`src/rtl/pvr_pkg.sv`:
```
// Shared definitions for the PVR VRAM arbiter: FSM state encoding and VRAM bus widths.
package pvr_pkg;

  localparam int VRAM_AW = 24;
  localparam int VRAM_DW = 32;

  typedef enum logic [1:0] {
    ST_IDLE      = 2'd0,
    ST_ISSUE     = 2'd1,
    ST_WAIT_DATA = 2'd2
  } pvr_state_e;

endpackage

```
`src/rtl/pvr_vram_arbiter_if.sv`:
```
// Requester and VRAM command bus of the PVR VRAM arbiter; master = arbiter side.
// Optional PVR_VRAM_ARB_LOCK_EN adds the per-requester req_lock signal.
interface pvr_vram_arbiter_if #(
  parameter int NUM_REQ = 3
);
  import pvr_pkg::*;

  logic [NUM_REQ-1:0]         req_rd;
  logic [NUM_REQ-1:0]         req_wr;
  logic [NUM_REQ*VRAM_AW-1:0] req_addr;
  logic [NUM_REQ*VRAM_DW-1:0] req_wdata;
  logic [NUM_REQ-1:0]         req_ack;
  logic [VRAM_DW-1:0]         req_rdata;
`ifdef PVR_VRAM_ARB_LOCK_EN
  logic [NUM_REQ-1:0]         req_lock;
`endif

  logic                       vram_rd;
  logic                       vram_wr;
  logic [VRAM_AW-1:0]         vram_addr;
  logic [VRAM_DW-1:0]         vram_wdata;
  logic                       vram_wait;
  logic [VRAM_DW-1:0]         vram_din;
  logic                       vram_valid;

  modport master (
`ifdef PVR_VRAM_ARB_LOCK_EN
    input  req_lock,
`endif
    input  req_rd, req_wr, req_addr, req_wdata,
    output req_ack, req_rdata,
    output vram_rd, vram_wr, vram_addr, vram_wdata,
    input  vram_wait, vram_din, vram_valid
  );

  modport slave (
`ifdef PVR_VRAM_ARB_LOCK_EN
    output req_lock,
`endif
    output req_rd, req_wr, req_addr, req_wdata,
    input  req_ack, req_rdata,
    input  vram_rd, vram_wr, vram_addr, vram_wdata,
    output vram_wait, vram_din, vram_valid
  );

endinterface

```
`src/rtl/pvr_rr_pick.sv`:
```
// Round-robin priority encoder: first active request after 'last', wrapping modulo NUM_REQ.
module pvr_rr_pick #(
  parameter int NUM_REQ = 3,
  parameter int IW      = (NUM_REQ > 1) ? $clog2(NUM_REQ) : 1
) (
  input  logic [NUM_REQ-1:0] req,
  input  logic [IW-1:0]      last,
  output logic [IW-1:0]      pick,
  output logic               valid
);

  always_comb begin
    int idx;
    // NOTE: outputs get a default before the loop so every path assigns them and no latch is inferred.
    pick  = '0;
    valid = 1'b0;
    idx   = 0;
    for (int i = 1; i <= NUM_REQ; i++) begin
      idx = (int'(last) + i) % NUM_REQ;
      if (!valid && req[idx]) begin
        pick  = IW'(idx);
        valid = 1'b1;
      end
    end
  end

endmodule

```
`src/rtl/pvr_vram_arbiter.sv`:
```
// Single-outstanding VRAM arbiter with round-robin grant and bounded per-owner bursts.
// Define PVR_VRAM_ARB_LOCK_EN to let an owner holding req_lock keep the grant past BURST_MAX.
module pvr_vram_arbiter
  import pvr_pkg::*;
#(
  parameter int NUM_REQ   = 3,
  parameter int BURST_MAX = 16
) (
  input  logic                       clock,
  input  logic                       reset,
  pvr_vram_arbiter_if.master         bus
);

  localparam int IW = (NUM_REQ > 1) ? $clog2(NUM_REQ) : 1;
  localparam int BW = $clog2(BURST_MAX + 1);
  localparam logic [BW-1:0] BURST_LIM = BW'(BURST_MAX);

  pvr_state_e          state_q, state_d;
  logic [IW-1:0]       owner_q, owner_d;
  logic [IW-1:0]       last_owner_q, last_owner_d;
  logic [BW-1:0]       burst_cnt_q, burst_cnt_d;
  logic                post_ack_q, post_ack_d;
  logic                rd_q, rd_d, wr_q, wr_d;
  logic [VRAM_AW-1:0]  addr_q, addr_d;
  logic [VRAM_DW-1:0]  wdata_q, wdata_d;
  logic [NUM_REQ-1:0]  ack_q, ack_d;
  logic [VRAM_DW-1:0]  rdata_q, rdata_d;

  logic [IW-1:0]       pick;
  logic                pick_valid;
  logic                owner_req;
  logic                burst_ok;
  logic                issue;
  logic [IW-1:0]       issue_idx;

  pvr_rr_pick #(.NUM_REQ(NUM_REQ), .IW(IW)) u_rr_pick (
    .req   (bus.req_rd | bus.req_wr),
    .last  (last_owner_q),
    .pick  (pick),
    .valid (pick_valid)
  );

  assign owner_req = bus.req_rd[owner_q] | bus.req_wr[owner_q];

`ifdef PVR_VRAM_ARB_LOCK_EN
  assign burst_ok = (burst_cnt_q < BURST_LIM) || bus.req_lock[owner_q];
`else
  assign burst_ok = (burst_cnt_q < BURST_LIM);
`endif

  always_comb begin
    state_d      = state_q;
    owner_d      = owner_q;
    last_owner_d = last_owner_q;
    burst_cnt_d  = burst_cnt_q;
    rd_d         = rd_q;
    wr_d         = wr_q;
    addr_d       = addr_q;
    wdata_d      = wdata_q;
    ack_d        = '0;
    rdata_d      = rdata_q;
    post_ack_d   = |ack_q;
    issue        = 1'b0;
    issue_idx    = owner_q;

    unique case (state_q)
      // While an ack is on the bus the requesters still show the completed request, so wait
      // one cycle; the following cycle decides between continuing the burst and rotating.
      ST_IDLE: begin
        if (ack_q == '0) begin
          if (post_ack_q && owner_req && burst_ok) begin
            issue = 1'b1;
            if (burst_cnt_q < BURST_LIM) burst_cnt_d = burst_cnt_q + 1'b1;
          end else if (pick_valid) begin
            issue        = 1'b1;
            issue_idx    = pick;
            owner_d      = pick;
            last_owner_d = pick;
            burst_cnt_d  = BW'(1);
          end
        end
      end
      ST_ISSUE: begin
        if (!bus.vram_wait) begin
          rd_d = 1'b0;
          wr_d = 1'b0;
          if (wr_q) begin
            ack_d[owner_q] = 1'b1;
            state_d        = ST_IDLE;
          end else begin
            state_d = ST_WAIT_DATA;
          end
        end
      end
      ST_WAIT_DATA: begin
        if (bus.vram_valid) begin
          rdata_d        = bus.vram_din;
          ack_d[owner_q] = 1'b1;
          state_d        = ST_IDLE;
        end
      end
      default: state_d = ST_IDLE;
    endcase

    // Write wins when a requester raises both rd and wr.
    if (issue) begin
      wr_d    = bus.req_wr[issue_idx];
      rd_d    = ~bus.req_wr[issue_idx];
      addr_d  = bus.req_addr[int'(issue_idx)*VRAM_AW +: VRAM_AW];
      wdata_d = bus.req_wdata[int'(issue_idx)*VRAM_DW +: VRAM_DW];
      state_d = ST_ISSUE;
    end
  end

  // NOTE: sequential state uses non-blocking assignments so every register samples pre-edge values.
  always_ff @(posedge clock) begin
    if (reset) begin
      state_q      <= ST_IDLE;
      owner_q      <= '0;
      last_owner_q <= IW'(NUM_REQ - 1);
      burst_cnt_q  <= '0;
      post_ack_q   <= 1'b0;
      rd_q         <= 1'b0;
      wr_q         <= 1'b0;
      addr_q       <= '0;
      wdata_q      <= '0;
      ack_q        <= '0;
      rdata_q      <= '0;
    end else begin
      state_q      <= state_d;
      owner_q      <= owner_d;
      last_owner_q <= last_owner_d;
      burst_cnt_q  <= burst_cnt_d;
      post_ack_q   <= post_ack_d;
      rd_q         <= rd_d;
      wr_q         <= wr_d;
      addr_q       <= addr_d;
      wdata_q      <= wdata_d;
      ack_q        <= ack_d;
      rdata_q      <= rdata_d;
    end
  end

  assign bus.req_ack    = ack_q;
  assign bus.req_rdata  = rdata_q;
  assign bus.vram_rd    = rd_q;
  assign bus.vram_wr    = wr_q;
  assign bus.vram_addr  = addr_q;
  assign bus.vram_wdata = wdata_q;

endmodule

```
`src/flat_wrapper.sv`:
```
// flat-port wrapper written by rule: the top's interface ports become plain ports
module pvr_vram_arbiter_flat import pvr_pkg::*;
#(
  parameter int NUM_REQ   = 3,
  parameter int BURST_MAX = 16
)
  (clock, reset, bus_req_rd, bus_req_wr, bus_req_addr, bus_req_wdata, bus_req_ack, bus_req_rdata, bus_vram_rd, bus_vram_wr, bus_vram_addr, bus_vram_wdata, bus_vram_wait, bus_vram_din, bus_vram_valid);
  pvr_vram_arbiter_if #(.NUM_REQ(NUM_REQ)) bus_i ();
  input  logic clock;
  input  logic reset;
  input wire logic [$bits(bus_i.req_rd)-1:0] bus_req_rd;
  input wire logic [$bits(bus_i.req_wr)-1:0] bus_req_wr;
  input wire logic [$bits(bus_i.req_addr)-1:0] bus_req_addr;
  input wire logic [$bits(bus_i.req_wdata)-1:0] bus_req_wdata;
  output wire logic [$bits(bus_i.req_ack)-1:0] bus_req_ack;
  output wire logic [$bits(bus_i.req_rdata)-1:0] bus_req_rdata;
  output wire logic [$bits(bus_i.vram_rd)-1:0] bus_vram_rd;
  output wire logic [$bits(bus_i.vram_wr)-1:0] bus_vram_wr;
  output wire logic [$bits(bus_i.vram_addr)-1:0] bus_vram_addr;
  output wire logic [$bits(bus_i.vram_wdata)-1:0] bus_vram_wdata;
  input wire logic [$bits(bus_i.vram_wait)-1:0] bus_vram_wait;
  input wire logic [$bits(bus_i.vram_din)-1:0] bus_vram_din;
  input wire logic [$bits(bus_i.vram_valid)-1:0] bus_vram_valid;
  assign bus_i.req_rd = bus_req_rd;
  assign bus_i.req_wr = bus_req_wr;
  assign bus_i.req_addr = bus_req_addr;
  assign bus_i.req_wdata = bus_req_wdata;
  assign bus_req_ack = bus_i.req_ack;
  assign bus_req_rdata = bus_i.req_rdata;
  assign bus_vram_rd = bus_i.vram_rd;
  assign bus_vram_wr = bus_i.vram_wr;
  assign bus_vram_addr = bus_i.vram_addr;
  assign bus_vram_wdata = bus_i.vram_wdata;
  assign bus_i.vram_wait = bus_vram_wait;
  assign bus_i.vram_din = bus_vram_din;
  assign bus_i.vram_valid = bus_vram_valid;
  pvr_vram_arbiter #(.NUM_REQ(NUM_REQ), .BURST_MAX(BURST_MAX)) u_core (.clock(clock), .reset(reset), .bus(bus_i));
endmodule
```
`config.mk`:
```
export PLATFORM = sky130hd
export DESIGN_NAME = pvr_vram_arbiter_flat
export DESIGN_NICKNAME = d
export VERILOG_FILES = /design/src/rtl/pvr_pkg.sv /design/src/rtl/pvr_vram_arbiter_if.sv /design/src/rtl/pvr_rr_pick.sv /design/src/rtl/pvr_vram_arbiter.sv /design/src/flat_wrapper.sv
export SDC_FILE = /design/constraint.sdc
export NUM_CORES = 1
export LEC_CHECK = 0
export BUFFER_PORTS_ARGS = -buffer_cell sky130_fd_sc_hd__buf_2
export CAP_MARGIN = 30
export CORE_MARGIN = 3
export CORE_UTILIZATION = 39
export CTS_BUF_LIST = sky130_fd_sc_hd__clkbuf_4
export DETAILED_ROUTE_END_ITERATION = 6
export GPL_ROUTABILITY_DRIVEN = 0
export HOLD_SLACK_MARGIN = 0.02
export PLACE_DENSITY = 0.76
export SYNTH_ARGS = -nofsm -noshare
export SYNTH_HDL_FRONTEND = slang
export SYNTH_SLANG_ARGS = --single-unit
```
`constraint.sdc`:
```
create_clock -name clock -period 4.95 [get_ports clock]
set_input_delay 0.495 -clock clock [delete_from_list [all_inputs] [get_ports clock]]
set_output_delay 0.495 -clock clock [all_outputs]
set_load 0.1 [all_outputs]
```
==> qor.json <==
{
  "run_status": "completed",
  "detailedRoute.firstPassIterationCount": 4,
  "first_global_vias": 4859,
  "ios": 303,
  "yosys.area.top_type_share_pct": 39.9,
  "layout_min_cycle_time_ps": 3070,
  "number_of_antenna_violations_at_the_first_check_in_global_routing": 2,
  "path_buf_inv": 2,
  "max-clock-path-buffers": 2,
  "drc": 0,
  "synth_enable_flop_cells": 0,
  "grt_first_pass_wirelength_mm": 22.8,
  "insertion_delay_ps": 480,
  "worst-endpoint-required_ps": 5350,
  "power.sequential.fraction_pct": 30.2,
  "core.rowCount": 41,
  "switchingPower_mw": 2.01,
  "overflow": 0,
  "synth_area_sq_um": 5270,
  "syn_to_final_growth_pct": 30.8,
  "cts.reportedPaths.clkPinSlew_ps": 170,
  "synth-seq-area-share_pct": 39.9,
  "postSynthAreaPerCell_sq_um": 9.25,
  "fp.coreArea_sq_um": 12900,
  "start_util_pct": 40.8,
  "share_clk_of_total_power_pct": 11.6,
  "async_reset_ff_share_pct": 0,
  "synth_flop_cell": "sky130_fd_sc_hd__dfxtp_1",
  "largest_incremental_delay_on_the_critical_path_ps": 700,
  "design.die.area_sq_um": 14900,
  "tritoncts.num_buffers": 9,
  "layout.filler_cells": 1283,
  "finalClockSkew_ps": 17.8,
  "die_wd_um": 122,
  "crit_slowest_cell": "sky130_fd_sc_hd__nor2_4",
  "critical_path.cell_chain": "inv_1, ha_1, nor3_1, o21ai_1, and4_1, a21o_1, nor2_4, buf_4, nand2_1, o221ai_1",
  "synth.ff_latch_count": 105,
  "post-route-period-util_pct": 61.9,
  "portion_of_total_power_attributed_to_combinational_logic_pct": 58.2,
  "synth.distinct_cells": 50,
  "cts_resized": 0,
  "route.antenna.remaining_nets": 0,
  "post_route_cells_drive_above_1_share_pct": 44.7,
  "grt_max_degree": 57,
  "post_synth_main_area_contributors": "sky130_fd_sc_hd__dfxtp_1, sky130_fd_sc_hd__o221ai_2, sky130_fd_sc_hd__mux2i_1, sky130_fd_sc_hd__nand2_1, sky130_fd_sc_hd__inv_1",
  "cts.repair_timing.setup_buffer_count": 0,
  "max_cap_viol_count": 0,
  "clock_sinks": 105,
  "tns_ps": 0,
  "power.leakage_nw": 3.31,
  "final-seq-area_sq_um": 2100,
  "p_per_area_nw_per_um2": 525,
  "relSlewSlack_pct": 38.2,
  "worstSetupPathType": "reg -> reg",
  "multi_input_gate_area_in_the_final_layout_sq_um": 2590,
  "hold_violations": 0,
  "critical_path_peak_fanout": 37,
  "grt_util_all_layers_pct": 19.2,
  "place.detailed.hpwl_mm": 11.4,
  "synthDominantAreaCellType": "sky130_fd_sc_hd__dfxtp_1",
  "synth_common_cells": "sky130_fd_sc_hd__nand2_1, sky130_fd_sc_hd__dfxtp_1, sky130_fd_sc_hd__inv_1",
  "die_y_um": 122,
  "switching_share_pct": 55.4,
  "yosys_warnings": 0,
  "tightest_slew_ps": 928,
  "start_kind": "flip-flop",
  "worstHoldPathType": "in -> reg",
  "dp_cells": 1009,
  "htree_levels": 3,
  "p_int_mw": 1.61,
  "yosys.cell_count.top_type": "sky130_fd_sc_hd__nand2_1",
  "detail_route.iter0.violations": 219,
  "tritoncts": "done",
  "vias": 4946,
  "max_clock_freq_mhz": 326,
  "fin_cells": 1026,
  "power.ir.vdd_worst_uv": 346,
  "clockRootBuffer": "sky130_fd_sc_hd__clkbuf_4",
  "final_number_of_max_transition_violations": 0,
  "cts_hold_buffers": 0,
  "cp-end-kind": "flip-flop",
  "grt_setup_unrepaired": "no",
  "synth.net_count": 786,
  "syn_inst": 570,
  "finish.net_count": 1064,
  "worstPathArrival_ps": 3470,
  "wl_per_cell_um": 14.5,
  "setup_violations": 0,
  "buffers_added_on_ports": 302,
  "vias_per_cell": 4.82,
  "detail_route.wirelength_mm": 14.9,
  "critical-path-top-delay-family": "simple AND/OR/NAND/NOR gates"
}
metal layers:
| layer | part of all wire (%) | vias to the layer above | wire (um) | track usage (%) |
|---|---|---|---|---|
| met3 | 8.0 | 23 | 1190 | 4.10 |
| met4 | 2.1 | 2 | 307 | 7.91 |
| met1 | 39 | 2202 | 5840 | 22.5 |
| li1 | - | 2525 | - | - |
| met2 | 51 | 194 | 7520 | 34.0 |
| met5 | 0.087 | - | 13 | 0 |
power groups by stage:
stage | combinational [mW] | clock (mW) | sequential, mW
after global placement | 2.08 | 0 | 1.11
after floorplan | 0.761 | 0 | 2.19
after detailed placement | 2.12 | 0 | 1.11
after global routing | 2.20 | 0.467 | 1.12
after CTS | 2.12 | 0.439 | 1.09
final | 2.11 | 0.422 | 1.09
path summary, 6_finish.rpt:
kind / startpoint / endpoint / slack, ps / cells after the start
min: bus_vram_din[12] / u_core.bus.req_rdata[12] / 210 / 3
max reg2reg: u_core.last_owner_q[0] / u_core.bus.vram_wdata[19] / 1880 / 10
max: u_core.last_owner_q[0] / u_core.bus.vram_wdata[19] / 1880 / 10
min reg2reg: u_core.bus.req_rdata[15] / u_core.bus.req_rdata[15] / 460 / 2
flip-flops by register name, summed over array words and instances, names as in the netlist:
signal / flops
u_core.bus.req_rdata: 32
u_core.bus.vram_wdata: 32
u_core.bus.vram_addr: 24
u_core.burst_cnt_q: 5
u_core.bus.req_ack: 3
u_core.last_owner_q: 2
u_core.owner_q: 2
u_core.state_q: 2
u_core.bus.vram_rd: 1
u_core.bus.vram_wr: 1
u_core.post_ack_q: 1
cells in the final DEF (no fill, tap or decap), types with 2 or more instances in the layout:
cell                       Yosys  routed
sky130_fd_sc_hd__nor3_2        2       2
sky130_fd_sc_hd__buf_2         8     302
sky130_fd_sc_hd__nor2_1       16      15
sky130_fd_sc_hd__and3_1        2       2
sky130_fd_sc_hd__nand3_1       2       2
sky130_fd_sc_hd__xor2_1        2       2
sky130_fd_sc_hd__a21oi_1      40      40
sky130_fd_sc_hd__o221ai_1     16      16
sky130_fd_sc_hd__buf_16        0       3
sky130_fd_sc_hd__buf_4         5       2
sky130_fd_sc_hd__nand4_1       3       3
sky130_fd_sc_hd__nand2_1     127     127
sky130_fd_sc_hd__a22oi_1       2       2
sky130_fd_sc_hd__dfxtp_1     105     105
sky130_fd_sc_hd__inv_6         0       2
sky130_fd_sc_hd__o211ai_1      2       2
sky130_fd_sc_hd__and2_1        3       3
sky130_fd_sc_hd__ha_1          6       6
sky130_fd_sc_hd__a211oi_1      3       3
sky130_fd_sc_hd__o21ai_1       2       2
sky130_fd_sc_hd__nor3_1        8       8
sky130_fd_sc_hd__o21ai_0       4       4
sky130_fd_sc_hd__o221ai_2     40      40
sky130_fd_sc_hd__mux2i_1      56      56
sky130_fd_sc_hd__clkbuf_4      0      10
sky130_fd_sc_hd__inv_1        65      65
cells by family after synthesis:
family,after synthesis,synth area share (%)
AO/OA/AOI/OAI,119,21.6
adder cells (fa/ha/maj),7,1.61
multiplexers,56,10.6
AND/OR/NAND/NOR,175,14.8
buffers and inverters,106,11.2
flip-flops,105,39.9
XOR/XNOR,2,0.332
worst register-to-register path, cell delays in order (launching register included):
cell and delay [ps]:
sky130_fd_sc_hd__dfxtp_1 390, sky130_fd_sc_hd__inv_1 60, sky130_fd_sc_hd__ha_1 380, sky130_fd_sc_hd__nor3_1 210, sky130_fd_sc_hd__o21ai_1 120, sky130_fd_sc_hd__and4_1 290, sky130_fd_sc_hd__a21o_1 270, sky130_fd_sc_hd__nor2_4 710
sky130_fd_sc_hd__buf_4 400, sky130_fd_sc_hd__nand2_1 100, sky130_fd_sc_hd__o221ai_1 70
cell type report:
type	count	share of cell area [%]
Antenna cell	1	0.0363
Sequential cell	105	30.5
Inverter	66	3.59
Clock buffer	10	1.09
Multi-Input combinational cell	359	37.6
Timing Repair Buffer	307	23.3
Tap cell	172	3.12
Clock inverter	6	0.726
per-stage QoR:
step / hold slack, ps / util, % / area [sq um] / setup slack [ps] / power (mW)
after detailed placement: 442 / 52.3 / 6770 / 1770 / 3.22
after floorplan: 432 / - / 5270 / 2330 / 2.95
after CTS: 163 / 53.3 / 6890 / 1850 / 3.65
final: 211 / 53.3 / 6890 / 1880 / 3.62
after global routing: 168 / 53.3 / 6890 / 1640 / 3.79
after global placement: 438 / 51.7 / 6680 / 1820 / 3.19
Power figures use the tool's default switching activity.
